==> config.mk <==
export PLATFORM = sky130hd
export DESIGN_NAME = set_point_tracker_flat
export DESIGN_NICKNAME = d
export VERILOG_FILES = /design/src/rtl/set_point_tracker_if.sv /design/src/rtl/set_point_tracker.sv /design/src/flat_wrapper.sv
export SDC_FILE = /design/constraint.sdc
export NUM_CORES = 1
export LEC_CHECK = 0
export CAP_MARGIN = 25
export CORE_UTILIZATION = 53
export DETAILED_ROUTE_END_ITERATION = 6
export GPL_TIMING_DRIVEN = 0
export HOLD_SLACK_MARGIN = 0.06
export PLACE_DENSITY = 0.81
export SLEW_MARGIN = 40
export SYNTH_ARGS = -nofsm -noshare
export SYNTH_HDL_FRONTEND = slang
export SYNTH_SLANG_ARGS = --single-unit
==> constraint.sdc <==
create_clock -name clk -period 2.4 [get_ports clk]
set_clock_uncertainty 0.2 [all_clocks]
set_input_delay 0.36 -clock clk [delete_from_list [all_inputs] [get_ports clk]]
set_output_delay 0.36 -clock clk [all_outputs]
set_load 0.05 [all_outputs]
==> src/rtl/set_point_tracker_if.sv <==
// Set-counter interface: per-team set increment/decrement pulses from the
// point tracker (producer) to the set counters (consumer).
interface set_point_tracker_if;
  logic set_inc_a;
  logic set_inc_b;
  logic set_dec_a;
  logic set_dec_b;

  modport master (output set_inc_a, output set_inc_b, output set_dec_a, output set_dec_b);
  modport slave  (input  set_inc_a, input  set_inc_b, input  set_dec_a, input  set_dec_b);
endinterface

==> src/rtl/set_point_tracker.sv <==
// Volleyball set point tracker: rally scoring, set-win detection with a
// win-by-lead rule, multi-level undo through a circular LIFO of scorer IDs,
// and one-cycle pulses toward the per-team set counters.
module set_point_tracker #(
  parameter int TARGET        = 25,
  parameter int DECIDE_TARGET = 15,
  parameter int LEAD          = 2,
  parameter int SCORE_W       = 6,
  parameter int HIST_DEPTH    = 8
) (
  input  logic               clk,
  input  logic               rst,
  input  logic               pt_a,
  input  logic               pt_b,
  input  logic               undo,
  input  logic               next_set,
  input  logic               deciding_set,
  output logic [SCORE_W-1:0] score_a,
  output logic [SCORE_W-1:0] score_b,
  output logic               serve,
  output logic               set_over,
  output logic               conflict,
  set_point_tracker_if.master set_cnt
);

  localparam int PTR_W = $clog2(HIST_DEPTH);
  localparam int CNT_W = PTR_W + 1;

  localparam logic [CNT_W-1:0]   DEPTH_C = CNT_W'(HIST_DEPTH);
  localparam logic [CNT_W-1:0]   CNT_ONE = CNT_W'(1);
  localparam logic [PTR_W-1:0]   PTR_ONE = PTR_W'(1);
  localparam logic [PTR_W-1:0]   PTR_TWO = PTR_W'(2);
  localparam logic [SCORE_W:0]   TGT_C   = (SCORE_W+1)'(TARGET);
  localparam logic [SCORE_W:0]   DTGT_C  = (SCORE_W+1)'(DECIDE_TARGET);
  localparam logic [SCORE_W:0]   LEAD_C  = (SCORE_W+1)'(LEAD);
  localparam logic [SCORE_W-1:0] S_ONE   = SCORE_W'(1);

  typedef enum logic {PLAY, SET_OVER} state_t;

  state_t                state_q, state_d;
  logic [SCORE_W-1:0]    sa_q, sa_d, sb_q, sb_d;
  logic                  serve_q, serve_d;
  logic [HIST_DEPTH-1:0] hist_q, hist_d;
  logic [PTR_W-1:0]      ptr_q, ptr_d;
  logic [CNT_W-1:0]      cnt_q, cnt_d;
  logic                  inc_a_q, inc_a_d, inc_b_q, inc_b_d;
  logic                  dec_a_q, dec_a_d, dec_b_q, dec_b_d;
  logic                  conf_q, conf_d;

  logic                  pa_only, pb_only;
  logic                  do_pop, do_push, push_id;
  logic                  pop_top, prev_top;
  logic [SCORE_W:0]      next_a, next_b, tgt;

  // Win is evaluated one bit wider than the score so other+LEAD never wraps.
  function automatic logic wins(input logic [SCORE_W:0] me,
                                input logic [SCORE_W:0] other,
                                input logic [SCORE_W:0] t);
    return (me >= t) && (me >= other + LEAD_C);
  endfunction

  assign pa_only  = pt_a & ~pt_b;
  assign pb_only  = pt_b & ~pt_a;
  assign pop_top  = hist_q[ptr_q - PTR_ONE];
  assign prev_top = hist_q[ptr_q - PTR_TWO];
  assign next_a   = {1'b0, sa_q} + (SCORE_W+1)'(1);
  assign next_b   = {1'b0, sb_q} + (SCORE_W+1)'(1);
  assign tgt      = deciding_set ? DTGT_C : TGT_C;

  // Next-state, scoring, history and pulse generation.
  // Only the scoring team is checked for a win, so a deciding_set change can
  // never award a set to the team that did not just score.
  always_comb begin
    state_d = state_q;
    sa_d    = sa_q;
    sb_d    = sb_q;
    serve_d = serve_q;
    hist_d  = hist_q;
    ptr_d   = ptr_q;
    cnt_d   = cnt_q;
    inc_a_d = 1'b0;
    inc_b_d = 1'b0;
    dec_a_d = 1'b0;
    dec_b_d = 1'b0;
    conf_d  = pt_a & pt_b;
    do_pop  = 1'b0;
    do_push = 1'b0;
    push_id = 1'b0;

    unique case (state_q)
      PLAY: begin
        if (undo) begin
          do_pop = (cnt_q != '0);
        end else if (pa_only && (sa_q != '1)) begin
          sa_d    = next_a[SCORE_W-1:0];
          do_push = 1'b1;
          push_id = 1'b0;
          serve_d = 1'b0;
          if (wins(next_a, {1'b0, sb_q}, tgt)) begin
            inc_a_d = 1'b1;
            state_d = SET_OVER;
          end
        end else if (pb_only && (sb_q != '1)) begin
          sb_d    = next_b[SCORE_W-1:0];
          do_push = 1'b1;
          push_id = 1'b1;
          serve_d = 1'b1;
          if (wins(next_b, {1'b0, sa_q}, tgt)) begin
            inc_b_d = 1'b1;
            state_d = SET_OVER;
          end
        end
      end
      SET_OVER: begin
        if (undo) begin
          do_pop  = (cnt_q != '0);
          dec_a_d = do_pop & ~pop_top;
          dec_b_d = do_pop & pop_top;
          state_d = PLAY;
        end else if (next_set) begin
          sa_d    = '0;
          sb_d    = '0;
          ptr_d   = '0;
          cnt_d   = '0;
          state_d = PLAY;
        end
      end
      default: state_d = PLAY;
    endcase

    if (do_pop) begin
      ptr_d = ptr_q - PTR_ONE;
      cnt_d = cnt_q - CNT_ONE;
      if (pop_top) sb_d = sb_q - S_ONE;
      else         sa_d = sa_q - S_ONE;
      serve_d = (cnt_q > CNT_ONE) ? prev_top : 1'b0;
    end

    if (do_push) begin
      hist_d[ptr_q] = push_id;
      ptr_d         = ptr_q + PTR_ONE;
      if (cnt_q != DEPTH_C) cnt_d = cnt_q + CNT_ONE;
    end
  end

  // State and output registers.
  always_ff @(posedge clk or negedge rst) begin
    if (!rst) begin
      state_q <= PLAY;
      sa_q    <= '0;
      sb_q    <= '0;
      serve_q <= 1'b0;
      hist_q  <= '0;
      ptr_q   <= '0;
      cnt_q   <= '0;
      inc_a_q <= 1'b0;
      inc_b_q <= 1'b0;
      dec_a_q <= 1'b0;
      dec_b_q <= 1'b0;
      conf_q  <= 1'b0;
    end else begin
      state_q <= state_d;
      sa_q    <= sa_d;
      sb_q    <= sb_d;
      serve_q <= serve_d;
      hist_q  <= hist_d;
      ptr_q   <= ptr_d;
      cnt_q   <= cnt_d;
      inc_a_q <= inc_a_d;
      inc_b_q <= inc_b_d;
      dec_a_q <= dec_a_d;
      dec_b_q <= dec_b_d;
      conf_q  <= conf_d;
    end
  end

  assign score_a           = sa_q;
  assign score_b           = sb_q;
  assign serve             = serve_q;
  assign set_over          = (state_q == SET_OVER);
  assign conflict          = conf_q;
  assign set_cnt.set_inc_a = inc_a_q;
  assign set_cnt.set_inc_b = inc_b_q;
  assign set_cnt.set_dec_a = dec_a_q;
  assign set_cnt.set_dec_b = dec_b_q;

endmodule

==> src/flat_wrapper.sv <==
// flat-port wrapper written by rule: the top's interface ports become plain ports
module set_point_tracker_flat 
#(
  parameter int TARGET        = 25,
  parameter int DECIDE_TARGET = 15,
  parameter int LEAD          = 2,
  parameter int SCORE_W       = 6,
  parameter int HIST_DEPTH    = 8
)
  (clk, rst, pt_a, pt_b, undo, next_set, deciding_set, score_a, score_b, serve, set_over, conflict, set_cnt_set_inc_a, set_cnt_set_inc_b, set_cnt_set_dec_a, set_cnt_set_dec_b);
  set_point_tracker_if set_cnt_i ();
  input  logic clk;
  input  logic rst;
  input  logic pt_a;
  input  logic pt_b;
  input  logic undo;
  input  logic next_set;
  input  logic deciding_set;
  output logic [SCORE_W-1:0] score_a;
  output logic [SCORE_W-1:0] score_b;
  output logic serve;
  output logic set_over;
  output logic conflict;
  output wire logic [$bits(set_cnt_i.set_inc_a)-1:0] set_cnt_set_inc_a;
  output wire logic [$bits(set_cnt_i.set_inc_b)-1:0] set_cnt_set_inc_b;
  output wire logic [$bits(set_cnt_i.set_dec_a)-1:0] set_cnt_set_dec_a;
  output wire logic [$bits(set_cnt_i.set_dec_b)-1:0] set_cnt_set_dec_b;
  assign set_cnt_set_inc_a = set_cnt_i.set_inc_a;
  assign set_cnt_set_inc_b = set_cnt_i.set_inc_b;
  assign set_cnt_set_dec_a = set_cnt_i.set_dec_a;
  assign set_cnt_set_dec_b = set_cnt_i.set_dec_b;
  set_point_tracker #(.TARGET(TARGET), .DECIDE_TARGET(DECIDE_TARGET), .LEAD(LEAD), .SCORE_W(SCORE_W), .HIST_DEPTH(HIST_DEPTH)) u_core (.clk(clk), .rst(rst), .pt_a(pt_a), .pt_b(pt_b), .undo(undo), .next_set(next_set), .deciding_set(deciding_set), .score_a(score_a), .score_b(score_b), .serve(serve), .set_over(set_over), .conflict(conflict), .set_cnt(set_cnt_i));
endmodule
# After elaboration in Yosys (flattened, before gate mapping)
# Index checks and enable logic that the tools add are counted.
totals:
  reg_bits: 34
  inputBits: 7
  output_inout_bits: 19
  wordCells: 124
classes:
  addsub: 11
  n_lt_le_gt_ge: 9
  eq_ne: 6
  mux: 66
  n_bitwise: 9
  n_reduce_logical: 11
ops:
  columns: ["cell", "n"]
  rows:
  - ["$mux W6", 13]
  - ["$mux W1", 34]
  - ["$ge A7 B7 Y1", 4]
  - ["$mux W4", 6]
  - ["$pmux W6 S2", 2]
  - ["$mux W3", 5]
  - ["$add A6 B1 Y7 const B", 2]
  - ["$add A6 B2 Y7 const B", 2]
  - ["$lt A3 B4 Y1 const B", 3]
  - ["$ne A6 B6 Y1 const B", 2]
  - ["$sub A6 B1 Y6 const B", 2]
  - ["$reduce_bool A3 Y1", 3]
  - ["$bwmux W8", 1]
  - ["$bmux W1 S3", 2]
  - ["$reduce_and A3 Y1", 2]
  - ["$and A1 B1 Y1", 5]
  - ["$logic_and A1 B1 Y1", 5]
  - ["$mux W5", 1]
  - ["$add A4 B1 Y4 const B", 1]
  - ["$gt A4 B1 Y1 const B", 1]
  - ["$ne A4 B4 Y1 const B", 1]
  - ["$not A1 Y1", 4]
  - ["$reduce_bool A4 Y1", 1]
  - ["$sub A4 B1 Y4 const B", 1]
  - ["9 further kinds", 9]

# Logic depth before layout (Yosys ltp)
# Gate-level depths: netlist of run 1.
logic_depth:
  ltp_word: 9
  depth_mapped: 11
  ltp_nobuf: 10

# Worst setup path after synthesis of run 1
# No wires, ideal clock.
synth_timing:
  path_kind: "register to register"
  from: "reg u_core.sa_q[1] (netlist: u_core.score_a[1])"
  to: "reg u_core.state_q (netlist: u_core.set_over)"
  setup_ns: 0.131
  arrival_ns: 2.494
  t_required_ns: 2.069
  slack_ns: -0.426
  stages_incl_launch_ff: 10
  period_less_slack_ns: 2.826
  cell_sequence: "dfrtp_1 > ha_1 > nand3_1 > xnor2_1 > ha_1 > a21o_1 > a31oi_1 > o21ai_0 > o2111a_1 > or3_1"
synth_via:
  elab_chain_cells: 8
synth_lines:
  columns: ["item", "line", "text"]
  rows:
  - ["start, declared", "set_point_tracker.sv:41", "logic [SCORE_W-1:0] sa_q, sa_d, sb_q, sb_d;"]
  - ["start signal, assigned", "set_point_tracker.sv:150", "sa_q <= '0;"]
  - ["start signal, assigned", "set_point_tracker.sv:163", "sa_q <= sa_d;"]
  - ["$add A6 B2 Y7", "set_point_tracker.sv:59", "return (me >= t) && (me >= other + LEAD_C);"]
  - ["$ge A7 B7 Y1", "set_point_tracker.sv:59", null]
  - ["$logic_and A1 B1 Y1", "set_point_tracker.sv:59", null]
  - ["$mux W1", "set_point_tracker.sv:108", "if (wins(next_b, {1'b0, sa_q}, tgt)) begin"]
  - ["$mux W1", "set_point_tracker.sv:103", "end else if (pb_only && (sb_q != '1)) begin"]
  - ["$mux W1 *", "set_point_tracker.sv:94", "end else if (pa_only && (sa_q != '1)) begin"]
  - ["$mux W1 *", "set_point_tracker.sv:92", "if (undo) begin"]
  - ["$pmux W1 S2 *", "set_point_tracker.sv:90", "unique case (state_q)"]
  - ["via u_core.state_d", "set_point_tracker.sv:40", "state_t state_q, state_d;"]
  - ["end signal, assigned", "set_point_tracker.sv:162", "state_q <= state_d;"]
  - ["end, declared", "set_point_tracker.sv:40", null]
# Mark *: on every way through the listed nets, which the timed path passes. The rest lies on a longest branch.
# A chain may end at the register's enable or synchronous reset.

# Worst setup path after layout of run 1
# Ends and elaborated chain as after synthesis.

==> flow_metrics.tcl, run 1 <==
set metrics [dict create \
    synth.avg_cell_area_sq_um 9.059 \
    synth.cell_area_sq_um 2790 \
    grt_busiest_layer "met2" \
    die_y_microns 74.56 \
    wl_per_cell_microns 16.26 \
    grt_remaining_overflow 0 \
    rows 26 \
    antenna_cells 0 \
    total_power_mw 5.419 \
    met2_usage_pct 45.65 \
    routed_wl_microns 7040 \
    cp_max_fo 6 \
    max_freq_mhz 405.5 \
    synthToLayoutAreaGrowth_pct 30.13 \
    synth_flop_cell "dfrtp_1" \
    die_w_microns 74.56 \
    synth-seq-cells 34 \
    cp.required_ns 2.38 \
    arrival_ns 2.44 \
    final_antenna_net_count 0 \
    cts-buffers-inserted 5 \
    p_leak_nw 1.583 \
    syn-instance-count 308 \
    nFillCells 379 \
    hold_viol_final 0 \
    cts_tree "built" \
    synth_edf_count 0 \
    clk_path_buf_depth 2 \
    syn_nets 351 \
    outcome "finished, violations left" \
    async_reset_ff_share_pct 100.0 \
    io_pins 26 \
    finalSetupViolations 1 \
    die_area_sq_um 5558 \
    avgViaCountPerCell 5.901 \
    fin_crit_ns 2.466 \
    grt_use_met1_pct 33.05 \
    ff2ff_setup_slack_ns -0.07 \
    fin_crit_sh_pct 102.7 \
    tightest_slew_ns 0.6215 \
    yosysSeqAreaShare_pct 30.49 \
    hold_ws_ns 0.3027 \
    final_nets 405 \
    drc_errors 0 \
    start_kind "register" \
    drv_cap 0 \
    start_util_pct 54.98 \
    grt_pass1_vias 2365 \
    root_buffer "clkbuf_8" \
    path_class "register to register" \
    hpwl_microns 4884 \
    routabilityCongestion 0.8365 \
    layout_common_cells "nand2_1 (29), ha_1 (29), dfrtp_1 (25)" \
    peakVddDrop_uv 969.6 \
    yosysWarnings 0 \
    reg2reg_depth 9 \
    drt_first_iter_violations 123 \
    cts_sinks 34 \
    violations "negative setup slack" \
    port_buffers 24 \
    relSlewSlack_pct 58.57 \
    gr-usage-all-layers_pct 26.41 \
    clock_latency_ns 0.29 \
    vias 2555 \
    cp-end-kind "register" \
    placeableCoreArea_sq_um 5075 \
    worst_slack_ns -0.06579 \
    grt_first_pass_wirelength_microns 11070 \
    drive_gt1_share_pct 23.97 \
    synth_cell_types 52 \
    min_path_type "input pin to asynchronous set/reset pin" \
    met3_usage_pct 4.607 \
    rsz0062_at_grt "yes" \
    first_pass_iters 5 \
    clk_pin_slew_ns 0.07 \
    antenna_found_initial 0 \
    slew_viol_final 0 \
    power_density_nw_per_um2 1492 \
    grt_max_degree 23 \
    cts-htree-levels 2 \
]
-- synthesized netlist by cell type (2+ instances only) --
cell / n / share of area, %
a21o_1: 3 / 0.81
a21oi_1: 18 / 3.2
a221oi_1: 3 / 0.94
a311oi_1: 2 / 0.63
a31oi_1: 4 / 0.90
and2_1: 3 / 0.67
and3_1: 4 / 0.90
buf_2: 8 / 1.4
clkbuf_1: 5 / 0.67
dfrtp_1: 34 / 30
ha_1: 36 / 16
inv_1: 17 / 2.3
mux2_1: 4 / 1.6
mux2i_1: 4 / 1.4
mux4_2: 4 / 3.2
nand2_1: 29 / 3.9
nand2b_1: 3 / 0.67
nand3_1: 20 / 3.6
nand4_1: 3 / 0.67
nor2_1: 13 / 1.7
nor2_2: 2 / 0.45
nor2b_1: 3 / 0.67
nor3_1: 8 / 1.4
nor4_1: 2 / 0.45
o211a_1: 3 / 1.1
o211ai_1: 2 / 0.54
o21a_1: 4 / 1.1
o21ai_0: 17 / 3.0
o21ai_1: 9 / 1.6
o22ai_1: 3 / 0.67
o2bb2ai_1: 2 / 0.63
xnor2_1: 11 / 3.5
xor2_1: 6 / 1.9
-- cell type report --
cell class                 instances  area [sq um]  area share [%]
buffer                            14         86.33           2.378
clock buffer                       7         76.32           2.102
clock inverter                     1         30.03          0.8270
inverter                          17         66.31           1.826
multi-input combinational        243          1982           54.58
sequential                        34         864.6           23.81
tap                               70         87.58           2.412
timing repair buffer              47         437.9           12.06
-- cell families (layout without fill, tap and decap cells) --
family	Yosys count	count (layout)	synth area share, %
AO/OA/AOI/OAI	79	79	18.16
buffers and inverters	31	86	4.798
flip-flops	34	34	30.49
XOR/XNOR	17	17	5.336
AND/OR/NAND/NOR	98	98	17.98
multiplexers	13	13	7.085
adder cells (fa/ha/maj)	36	36	16.14
-- critical path: stages (launching register included) --
cell	delay [ns]
dfrtp_2	0.45
ha_4	0.20
nand3_4	0.13
xnor2_4	0.17
ha_1	0.30
a21o_1	0.15
a31oi_1	0.15
o21ai_1	0.08
o2111a_1	0.15
or3_1	0.37
-- layer usage --
| layer | part of all wire, % | vias to the layer above |
|---|---|---|
| met5 | 0 | - |
| met4 | 1.8 | 0 |
| met3 | 4.7 | 16 |
| met2 | 52 | 92 |
| met1 | 42 | 1221 |
| li1 | - | 1226 |
-- where the power goes --
| group | switching [mW] | total, mW | internal [mW] |
|---|---|---|---|
| Clock | 0.222 | 0.533 | 0.311 |
| Sequential | 0.278 | 1.10 | 0.826 |
| Combinational | 2.11 | 3.78 | 1.67 |
| Total | 2.61 | 5.42 | 2.81 |
-- metrics by stage --
stage | std cells | util [%] | setup WS [ns] | TNS [ns] | area, sq um
finish | 433 | 71.55 | -0.06579 | -0.06579 | 3631
global route | 433 | 71.55 | -0.1228 | -0.2249 | 3631
CTS | 428 | 69.58 | -0.04349 | -0.04349 | 3531
detailed placement | 403 | 64.15 | -0.1981 | -1.988 | 3256
global placement | 402 | 63.71 | -0.1757 | -1.911 | 3233
floorplan | 308 | - | -0.07161 | -0.07161 | 2905
-- final timing paths --
check | start | endpoint
worst min-delay path | rst | u_core.hist_q[6]
worst min register to register | u_core.hist_q[5] | u_core.hist_q[5]
worst max register to register | u_core.score_a[1] | u_core.set_over
worst max-delay path | u_core.score_a[1] | u_core.set_over
max in group asynchronous | rst | u_core.score_a[2]
min in group clk | u_core.hist_q[5] | u_core.hist_q[5]
-- timing repair --
item | CTS | global route
cloned | 0 | 0
hold endpoints to repair | 13 | 0
endpoints found under the setup margin | 11 | 19
resized for setup | 7 | 15
buffers inserted | 16 | 6
pin swaps | 6 | 3
hold buffers | 1 | 0
-- state kept, by name, indices dropped and copies added, names as in the netlist, 3 cells and up --
name / flops
u_core.ptr_q: 3
u_core.score_b: 6
u_core.cnt_q: 4
u_core.score_a: 6
u_core.hist_q: 8
No activity file was read; power rests on OpenSTA's default activity.
==> run 2: changes to the inputs <==
--- a/config.mk
+++ b/config.mk
@@ -5,7 +5,7 @@
 export SDC_FILE = /design/constraint.sdc
 export NUM_CORES = 1
 export LEC_CHECK = 0
-export CAP_MARGIN = 25
+export CAP_MARGIN = 5
 export CORE_UTILIZATION = 53
 export DETAILED_ROUTE_END_ITERATION = 6
 export GPL_TIMING_DRIVEN = 0
==> results of run 2 <==
No change in the layout: final DEF, timing and power equal those of run 1.
==> run 3: changes to the inputs <==
--- a/config.mk
+++ b/config.mk
@@ -5,6 +5,7 @@
 export SDC_FILE = /design/constraint.sdc
 export NUM_CORES = 1
 export LEC_CHECK = 0
+export ABC_AREA = 1
 export CAP_MARGIN = 5
 export CORE_UTILIZATION = 53
 export DETAILED_ROUTE_END_ITERATION = 6
==> run 3 against run 2 <==
Global-route usage down 2.2 points. Sequential share of layout area up 0.16 points. Clock power down 24%. Cell area down 1.2%. Highest routed layer unchanged. Hold slack better by 0.0060 ns. The run now ends clean.
==> flow_metrics.tcl, run 3 <==
set metrics [dict create \
    layout_common_cells "nand2_1 (86), inv_1 (57), nand3_1 (37)" \
    port_buffers 25 \
    grt_first_pass_wirelength_microns 11320 \
    cp_max_fo 8 \
    pre_cts_ws_ns -0.2747 \
    die_y_microns 76.93 \
    tightest_slew_ns 0.5080 \
    die_w_microns 76.93 \
    finalSetupViolations 0 \
    synth_xor_area_share_pct 6.770 \
    relSlewSlack_pct 66.03 \
    largest_register_ffs 8 \
    hold_viol_final 0 \
    synth_compound_gate_area_share_pct 13.12 \
    syn_nets 448 \
    routabilityCongestion 0.9334 \
    syn-instance-count 405 \
    hold_ws_ns 0.3088 \
    wl_per_cell_microns 13.27 \
    peakVddDrop_uv 798.4 \
    start_util_pct 56.46 \
    antenna_found_initial 0 \
    final_antenna_net_count 0 \
    arrival_ns 2.24 \
    max_freq_mhz 441.7 \
    grt_pass1_vias 2462 \
    power_switching_mw 2.924 \
    rows 26 \
    switching_share_pct 53.53 \
    synth_cell_types 33 \
    drc_errors 0 \
    cts_tree "built" \
    synth_largest_area_cell "dfrtp_1" \
    synth-seq-cells 34 \
    fin_area_sq_um 3586 \
    combPwrFrac_pct 71.7 \
    crit_chain "ha_2 > nand3_4 > xor2_1 > ha_1 > a21oi_1 > nand3_1 > nand2_1 > nand2_1 > nand2_1 > nand3_1" \
    gr-usage-all-layers_pct 24.18 \
    tns_ns 0 \
    yosysWarnings 0 \
    drive_gt1_share_pct 13.84 \
    placed_area_sq_um 3348 \
    cts-buffers-inserted 5 \
    vias 2809 \
    power_density_nw_per_um2 1524 \
    worst_slack_ns 0.1362 \
    io_pins 26 \
    grt_max_degree 23 \
    first_pass_iters 7 \
    clk_pin_slew_ns 0.07 \
    placeableCoreArea_sq_um 5270 \
    total_power_mw 5.464 \
    max_flop_register "u_core.hist_q" \
    final_nets 491 \
    path_class "register to register" \
    avgViaCountPerCell 5.423 \
    intPower_mw 2.539 \
    start_kind "register" \
    yosysMostFrequentCell "nand2_1" \
    antenna_cells 0 \
    cp.required_ns 2.37 \
    synth.cell_area_sq_um 2975 \
    min_path_type "input pin to asynchronous set/reset pin" \
    routed_wl_microns 6872 \
    cp-end-kind "register" \
    cp_top_family "adder cells" \
    slowest_stage "dfrtp_1" \
    clock_latency_ns 0.29 \
    synth_edf_count 0 \
    cts-htree-levels 2 \
    synth_simple_gate_area_share_pct 26.79 \
    root_buffer "clkbuf_8" \
    p_leak_nw 1.789 \
    cts_sinks 34 \
    power_frac_clock_pct 7.4 \
    yosysSeqAreaShare_pct 28.60 \
    cp_common_cell "nand2_1" \
    cp_slowest_stage_delay_ns 0.51 \
    yosys-top-cells-count "nand2_1 (87), inv_1 (59), nand3_1 (38)" \
    final_cells 518 \
    synth.avg_cell_area_sq_um 7.347 \
    grt_remaining_overflow 0 \
    fin_crit_ns 2.264 \
    final_common_cell "nand2_1" \
    async_reset_ff_share_pct 100.0 \
    drv_cap 0 \
    synthMuxAreaShare_pct 0 \
    nFillCells 433 \
    outcome "completed" \
    die_area_sq_um 5917 \
    synth.area.top_cells "dfrtp_1 (29%), ha_1 (15%), nand2_1 (11%)" \
    yosys.area_share.adder_pct 15.14 \
    drt_first_iter_violations 259 \
    cp_num_buf_inv 0 \
    post-route-util_pct 68.04 \
    dp.cells 501 \
    synth_flop_cell "dfrtp_1" \
    synth_top_family_by_area "simple AND/OR/NAND/NOR gates" \
    fin_crit_sh_pct 94.33 \
    hpwl_microns 5068 \
    clk_path_buf_depth 2 \
    yosys.area.top_type_share_pct 28.60 \
    seqPwrFrac_pct 20.9 \
    synthToLayoutAreaGrowth_pct 20.52 \
    slew_viol_final 0 \
]
[run 3: path summary, 6_finish.rpt]
check | from | end | slack [ns] | depth (start not counted)
worst max register to register | u_core.score_b[0] | u_core.set_over | 0.14 | 10
min in group clk | u_core.hist_q[4] | u_core.hist_q[4] | 0.31 | 2
max in group asynchronous | rst | u_core.ptr_q[1] | 1.26 | 3
worst max-delay path | u_core.score_b[0] | u_core.set_over | 0.14 | 10
worst min register to register | u_core.hist_q[4] | u_core.hist_q[4] | 0.31 | 2
worst min-delay path | rst | u_core.score_b[0] | 0.31 | 2
[run 3: power by group through the flow]
| stage | clock network (mW) | logic (mW) | registers (mW) |
|---|---|---|---|
| finish | 0.403 | 3.92 | 1.14 |
| global route | 0.442 | 4.37 | 1.18 |
| CTS | 0.423 | 3.61 | 1.13 |
| detailed placement | 0 | 3.55 | 1.14 |
| global placement | 0 | 3.45 | 1.14 |
| floorplan | 0 | 2.32 | 1.51 |
[run 3: cell families (layout without fill, tap and decap cells)]
family / Yosys count / count (layout)
adders and majority gates: 36 / 36
DFF: 34 / 34
buffers and inverters: 71 / 114
xor gates and xnor gates: 23 / 23
and+or+nand+nor: 168 / 168
AOI/OAI and AO/OA: 73 / 73
[run 3: metal layers]
| layer | global-route usage (%) | routed length (microns) | vias to the layer above |
|---|---|---|---|
| met5 | 0 | 0 | - |
| met4 | 7.500 | 165 | 0 |
| met3 | 4.286 | 364 | 24 |
| met2 | 37.95 | 3083 | 102 |
| met1 | 33.66 | 3258 | 1273 |
| li1 | - | - | 1410 |
[run 3: repair_timing]
action / CTS / global route
endpoints found under the setup margin: 2 / 17
gates resized for setup: 2 / 21
pin swaps: 1 / 5
hold endpoints to repair: 12 / 0
hold buffers: 1 / 0
buffers inserted: 0 / 10
[run 3: final cells by class]
class	count	area, sq um	share of cell area (%)
multi-input cells	300	1907	53.18
inverters	64	256.5	7.153
clock buffers	5	68.82	1.919
clock inverters	2	10.01	0.2791
well taps	70	87.58	2.442
flip-flops and latches	34	859.6	23.97
repair buffers	37	357.8	9.979
plain buffers	6	38.79	1.082
